==> src/rtl/ex_pkg.sv <==
// Shared encodings for the MIPS execute stage: ALU opcodes, forwarding codes
// and the multiplier FSM state type.
package ex_pkg;

  localparam logic [3:0] OP_ADD   = 4'd0;
  localparam logic [3:0] OP_SUB   = 4'd1;
  localparam logic [3:0] OP_AND   = 4'd2;
  localparam logic [3:0] OP_OR    = 4'd3;
  localparam logic [3:0] OP_XOR   = 4'd4;
  localparam logic [3:0] OP_NOR   = 4'd5;
  localparam logic [3:0] OP_SLT   = 4'd6;
  localparam logic [3:0] OP_SLTU  = 4'd7;
  localparam logic [3:0] OP_SLL   = 4'd8;
  localparam logic [3:0] OP_SRL   = 4'd9;
  localparam logic [3:0] OP_SRA   = 4'd10;
  localparam logic [3:0] OP_LUI   = 4'd11;
  localparam logic [3:0] OP_MULT  = 4'd12;
  localparam logic [3:0] OP_MULTU = 4'd13;
  localparam logic [3:0] OP_MFHI  = 4'd14;
  localparam logic [3:0] OP_MFLO  = 4'd15;

  localparam logic [1:0] FWD_REG = 2'b00;
  localparam logic [1:0] FWD_EXE = 2'b10;
  localparam logic [1:0] FWD_MEM = 2'b01;

  typedef enum logic {IDLE = 1'b0, BUSY = 1'b1} mulState_t;

endpackage

==> src/rtl/ex_stage_mul_iter.sv <==
// Iterative shift-add multiplier: one multiplier bit per cycle on operand
// magnitudes; the signed result is restored by negation on the final cycle.
module mul_iter
  import ex_pkg::*;
#(
  parameter int W = 32
) (
  input  logic           clk,
  input  logic           reset,
  input  logic           start,
  input  logic [W-1:0]   a,
  input  logic [W-1:0]   b,
  input  logic           is_signed,
  output logic           busy,
  output logic           done,
  output logic [2*W-1:0] product
);

  localparam int CW = $clog2(W);
  localparam logic [CW-1:0] LAST = CW'(W - 1);

  mulState_t      state, stateNext;
  logic [CW-1:0]  count;
  logic [2*W-1:0] acc, accNext, mcand;
  logic [W-1:0]   mplier, magA, magB;
  logic           negate;

  assign magA = (is_signed && a[W-1]) ? -a : a;
  assign magB = (is_signed && b[W-1]) ? -b : b;

  // NOTE: sequential state uses non-blocking assignments so every register
  // samples pre-edge values regardless of block ordering.
  always_ff @(posedge clk or posedge reset) begin
    if (reset) state <= IDLE;
    else       state <= stateNext;
  end

  // NOTE: default assignment first keeps this block free of inferred latches.
  always_comb begin
    stateNext = state;
    case (state)
      IDLE:    if (start) stateNext = BUSY;
      BUSY:    if (count == LAST) stateNext = IDLE;
      default: stateNext = IDLE;
    endcase
  end

  always_ff @(posedge clk or posedge reset) begin
    if (reset) begin
      acc    <= '0;
      mcand  <= '0;
      mplier <= '0;
      count  <= '0;
      negate <= 1'b0;
    end else if (state == IDLE && start) begin
      acc    <= '0;
      mcand  <= {{W{1'b0}}, magA};
      mplier <= magB;
      count  <= '0;
      negate <= is_signed && (a[W-1] ^ b[W-1]);
    end else if (state == BUSY) begin
      acc    <= accNext;
      mcand  <= mcand << 1;
      mplier <= mplier >> 1;
      count  <= count + 1'b1;
    end
  end

  assign accNext = acc + (mplier[0] ? mcand : '0);
  assign busy    = (state == BUSY);
  assign done    = busy && (count == LAST);
  // Valid only while done: it folds in the last partial product combinationally.
  assign product = negate ? -accNext : accNext;

endmodule

==> src/rtl/ex_stage.sv <==
// MIPS execute stage: operand forwarding, ALU, HI/LO with a multiply
// interlock, and the EX/MEM pipeline register.
module ex_stage
  import ex_pkg::*;
#(
  parameter int WIDTH = 32,
  parameter int REGW  = 5
) (
  input  logic             clk,
  input  logic             reset,
  input  logic             ex_valid,
  input  logic [3:0]       alu_op,
  input  logic [WIDTH-1:0] rs_val,
  input  logic [WIDTH-1:0] rt_val,
  input  logic [WIDTH-1:0] imm,
  input  logic             alu_src,
  input  logic [1:0]       forward_a,
  input  logic [1:0]       forward_b,
  input  logic [WIDTH-1:0] wb_val,
  input  logic [REGW-1:0]  dest_reg,
  input  logic             reg_write,
  input  logic             mem_read,
  input  logic             mem_write,
  input  logic             mem_stall,
  output logic             stall_out,
  output logic             exmem_valid,
  output logic             exmem_reg_write,
  output logic             exmem_mem_read,
  output logic             exmem_mem_write,
  output logic [WIDTH-1:0] exmem_result,
  output logic [WIDTH-1:0] exmem_store_data,
  output logic [REGW-1:0]  exmem_dest
);

  logic [WIDTH-1:0]   opA, opBFwd, opB, aluResult, hi, lo;
  logic [2*WIDTH-1:0] product;
  logic [4:0]         shamt;
  logic               isMul, isHiLo, mulBusy, mulDone, mulStart, interlock, writeValid;

  function automatic logic [WIDTH-1:0] fwdSel(input logic [1:0] code,
                                              input logic [WIDTH-1:0] regVal,
                                              input logic [WIDTH-1:0] exeVal,
                                              input logic [WIDTH-1:0] memVal);
    case (code)
      FWD_EXE: return exeVal;
      FWD_MEM: return memVal;
      default: return regVal;
    endcase
  endfunction

  assign opA    = fwdSel(forward_a, rs_val, exmem_result, wb_val);
  assign opBFwd = fwdSel(forward_b, rt_val, exmem_result, wb_val);
  assign opB    = alu_src ? imm : opBFwd;
  assign shamt  = opA[4:0];

  assign isMul      = (alu_op == OP_MULT) || (alu_op == OP_MULTU);
  assign isHiLo     = isMul || (alu_op == OP_MFHI) || (alu_op == OP_MFLO);
  assign interlock  = ex_valid && isHiLo && mulBusy;
  assign stall_out  = mem_stall || interlock;
  assign mulStart   = ex_valid && isMul && !mulBusy && !mem_stall;
  // Multiplies retire through HI/LO, so they leave a bubble in EX/MEM.
  assign writeValid = ex_valid && !isMul && !interlock;

  mul_iter #(.W(WIDTH)) u_mul (
    .clk      (clk),
    .reset    (reset),
    .start    (mulStart),
    .a        (opA),
    .b        (opB),
    .is_signed(alu_op == OP_MULT),
    .busy     (mulBusy),
    .done     (mulDone),
    .product  (product)
  );

  always_comb begin
    aluResult = '0;
    case (alu_op)
      OP_ADD:  aluResult = opA + opB;
      OP_SUB:  aluResult = opA - opB;
      OP_AND:  aluResult = opA & opB;
      OP_OR:   aluResult = opA | opB;
      OP_XOR:  aluResult = opA ^ opB;
      OP_NOR:  aluResult = ~(opA | opB);
      OP_SLT:  aluResult = {{(WIDTH-1){1'b0}}, $signed(opA) < $signed(opB)};
      OP_SLTU: aluResult = {{(WIDTH-1){1'b0}}, opA < opB};
      OP_SLL:  aluResult = opB << shamt;
      OP_SRL:  aluResult = opB >> shamt;
      OP_SRA:  aluResult = $signed(opB) >>> shamt;
      OP_LUI:  aluResult = {opB[WIDTH-17:0], 16'h0};
      OP_MFHI: aluResult = hi;
      OP_MFLO: aluResult = lo;
      default: aluResult = '0;
    endcase
  end

  always_ff @(posedge clk or posedge reset) begin
    if (reset) begin
      hi <= '0;
      lo <= '0;
    end else if (mulDone) begin
      hi <= product[2*WIDTH-1:WIDTH];
      lo <= product[WIDTH-1:0];
    end
  end

  always_ff @(posedge clk or posedge reset) begin
    if (reset) begin
      exmem_valid      <= 1'b0;
      exmem_reg_write  <= 1'b0;
      exmem_mem_read   <= 1'b0;
      exmem_mem_write  <= 1'b0;
      exmem_result     <= '0;
      exmem_store_data <= '0;
      exmem_dest       <= '0;
    end else if (!mem_stall) begin
      exmem_valid      <= writeValid;
      exmem_reg_write  <= writeValid && reg_write;
      exmem_mem_read   <= writeValid && mem_read;
      exmem_mem_write  <= writeValid && mem_write;
      exmem_result     <= aluResult;
      exmem_store_data <= opBFwd;
      exmem_dest       <= dest_reg;
    end
  end

endmodule

==> config.mk <==
export PLATFORM = sky130hd
export DESIGN_NAME = ex_stage
export DESIGN_NICKNAME = d
export VERILOG_FILES = /design/src/rtl/ex_pkg.sv /design/src/rtl/ex_stage_mul_iter.sv /design/src/rtl/ex_stage.sv
export SDC_FILE = /design/constraint.sdc
export NUM_CORES = 2
export LEC_CHECK = 0
export CORE_ASPECT_RATIO = 1.1
export CORE_MARGIN = 4
export CORE_UTILIZATION = 45
export CTS_CLUSTER_SIZE = 16
export DETAILED_ROUTE_END_ITERATION = 12
export PLACE_DENSITY = 0.75
export SLEW_MARGIN = 15
export SYNTH_ARGS = -nofsm -noshare
export SYNTH_HDL_FRONTEND = slang
export SYNTH_SLANG_ARGS = --single-unit
export TNS_END_PERCENT = 20
==> constraint.sdc <==
create_clock -name clk -period 14.02 [get_ports clk]
set_input_delay 2.103 -clock clk [delete_from_list [all_inputs] [get_ports clk]]
set_output_delay 2.103 -clock clk [all_outputs]
set_load 0.03 [all_outputs]
==> metrics.md <==
| Metric | Value |
|---|---|
| Slew Limit Fails | `0` |
| Crit Path Class | `primary input to flop` |
| Clk_lat worst skew | `0.60 ns` |
| Post-synth top cells | `nand2_1 (681), o21ai_0 (445), dfrtp_1 (304)` |
| Cell count after synthesis | `4040` |
| VDD IR-drop max | `0.126 mV` |
| First-pass GRT wire length | `205000 µm` |
| Post-CTS Hold Buffers | `0` |
| Worst hold path class | `flop to flop` |
| Post-route setup TNS | `0 ns` |
| Ys async rst share | `1.00` |
| Post-CTS sizing | `0` |
| Post-CTS Setup Inserts | `0` |
| Vias per cell | `6.58` |
| GPL Wtd Cong | `1.06` |
| Wirelength per Cell | `28.0 µm` |
| Crit start category | `primary input` |
| Final hold violation count | `0` |
| Post-Layout Cell Count | `4981` |
| Layout cell share with drive strength beyond 1 | `0.0696` |
| Hpwl dp | `108000 µm` |
| Status | `finished, final reports clean` |
| Net Count, Synth | `4369` |
| Pre-CTS setup slack | `5.50 ns` |
| DR iter-0 viols | `3605` |
| Clk pwr share | `0.184` |
| Yosys top cell by area | `dfrtp_1` |
| Cell Int Power | `2.82 mW` |
| Worst clock skew | `0.0380 ns` |
| Initial antenna violation count | `2` |
| Endpoints failing setup | `0` |
| Syn Area/Cell | `7.56 µm²` |
| Final #Nets | `4425` |
| Placed insts | `4915` |
| Post-route clock period utilization | `0.571` |
| Clock tree buffer depth | `3` |
| Clock buffer count from CTS | `37` |
| Vias in the first global route | `31190` |
| Yosys reg bits | `304` |
| Post-Syn Area | `0.0305 mm²` |
| Sw Ratio | `0.498` |
| Drt total wl | `140000 µm` |
| Max Fclk | `0.125 GHz` |
| Count leader, synth | `nand2_1` |
| Final min period | `8.01 ns` |
| CP max FO | `50` |
| Clock root cell | `clkbuf_16` |
| Reg2Reg Depth | `16` |
| Overall routing resource usage | `0.372` |
| Worst-margin pin slew | `1.18 ns` |
| Reg clk slew, reported paths | `0.07 ns` |
| Pleak | `14.6 nW` |
| Die height | `281 µm` |
| Die X | `256 µm` |
| CP endpoint kind | `flop` |
| Filler cells | `6504` |
| Net switching power | `2.79 mW` |
| Max-slew headroom | `0.194` |
| RSZ-0062 raised after global routing | `no` |
| Final worst setup slack | `6.01 ns` |
| Area of the core | `0.0668 mm²` |
| CTS tree | `built` |
| Yosys cell types | `101` |
| EDFF count, synth | `0` |
| # IOs | `223` |
| Max Cap Violations | `0` |
| DRT Pass-1 Iters | `6` |
| Worst Hold Path Cells | `1` |
| Port Buffer Count | `222` |
| Prevailing post-synth register cell | `dfrtp_1` |
| Number of H-tree levels | `2` |
| Comb power frac | `0.575` |
| Remaining DRCs | `0` |
| Final ANT Viol Nets | `0` |
| Row Count | `99` |
| Sequential share of the synthesized area | `0.249` |
| Cell Pwr Density | `162 mW/mm²` |
| Total grt overflow | `0` |
| Synth top area cells | `dfrtp_1 (25%), nand2_1 (8.4%), o21ai_0 (7.3%)` |
| Starting Density | `0.457` |
| Layout area overhead | `13.5%` |
| Required time worst endpoint | `14.51 ns` |
| Clock sink count | `304` |
| Via count | `32759` |
| Flop pwr share | `0.241` |
| CP arrival | `8.50 ns` |
| Die footprint | `0.0721 mm²` |
| Synth top area share | `0.249` |
| Ys Warns | `0` |
| Largest net degree at the start of global routing | `109` |
## cells by family (layout without fill, tap and decap cells)
kind of cell / Yosys count / in the layout / share of synthesized area
compound gates: 1367 / 1367 / 0.288
xor+xnor: 193 / 193 / 0.0556
fa+ha+maj: 180 / 180 / 0.0745
buf+inv: 411 / 493 / 0.0531
flops: 304 / 304 / 0.249
mux: 173 / 173 / 0.0695
other cells: 0 / 1 / 0
simple gates: 1412 / 1412 / 0.210
## per-stage QoR
step / hold slack, ns / instance area [µm²] / utilization / power [mW]
floorplan: 0.446 / 30500 / - / 3.46
global route: 0.512 / 34600 / 0.519 / 5.91
global placement: 0.461 / 33400 / 0.500 / 4.46
CTS: 0.481 / 34600 / 0.519 / 5.54
detailed placement: 0.468 / 33400 / 0.500 / 4.49
finish: 0.479 / 34600 / 0.519 / 5.61
## layout make-up
type | count | area [µm²] | area share
repair buffers | 306 | 2840 | 0.0820
clock inverters | 13 | 204 | 0.00589
multi-input cells | 3325 | 21400 | 0.618
inverters | 122 | 465 | 0.0134
flip-flops and latches | 304 | 7610 | 0.220
well taps | 858 | 1070 | 0.0310
diodes | 1 | 2.50 | 0.0000722
clock buffers | 52 | 1050 | 0.0304
## layout by cell type, fill, tap and decap left out, types with 63 or more instances in the layout
master	synthesis	final
o21ai_0	445	443
mux2i_1	114	114
xnor2_1	112	112
nand2_1	681	680
nor2_1	298	294
clkdlybuf4s50_1	0	219
nor3_1	67	63
dfrtp_1	304	303
a21oi_1	283	283
and2_1	86	86
inv_1	117	114
ha_1	177	175
buf_4	0	85
xor2_1	80	80
## power groups by stage
stage                     Combinational [mW]  Clock (mW)  Sequential [mW]
after floorplan                         2.13           0             1.33
after global placement                  3.11           0             1.35
after detailed placement                3.14           0             1.36
after CTS                               3.15        1.04             1.34
after global routing                    3.46        1.07             1.38
final                                   3.22        1.03             1.35
## worst paths after layout
path                       slack, ns          endpoint             from
setup reg to reg                8.27            hi[17]  u_mul.mplier[0]
min in group asynchronous       2.02   exmem_result[3]            reset
setup / recovery                6.01  exmem_result[31]     forward_a[0]
max in group asynchronous      10.01   u_mul.mcand[28]            reset
hold reg to reg                 0.48       exmem_valid      exmem_valid
hold / removal                  0.48       exmem_valid      exmem_valid
## per-layer routing
metal	vias to the layer above	routed length (µm)	track usage
met1	15851	55300	0.472
met3	393	11800	0.0576
met4	0	10600	0.227
li1	14725	-	-
met2	1790	61900	0.598
met5	-	0	0
## critical path, stage by stage
cell and delay, ns:
clkdlybuf4s50_1 0.49, inv_1 0.06, ha_2 0.97, inv_1 0.64, o21ai_0 0.76, inv_1 0.15, ha_1 0.47, and3_1 0.24
nand4_1 0.10, a21oi_1 0.19, o2111ai_1 0.22, a211oi_1 0.48, o41ai_1 0.24, o31ai_1 0.55, a41oi_1 0.18, a311o_1 0.36
xnor2_1 0.12, o21ai_0 0.15
## flip-flops by register name, summed over array words and instances (netlist names), 5 cells and up
signal            cells
u_mul.mplier         32
hi                   32
exmem_result         32
lo                   32
u_mul.count           5
u_mul.acc            64
u_mul.mcand          64
exmem_dest            5
exmem_store_data     32
Note: power is estimated with default switching activity, not from simulation.
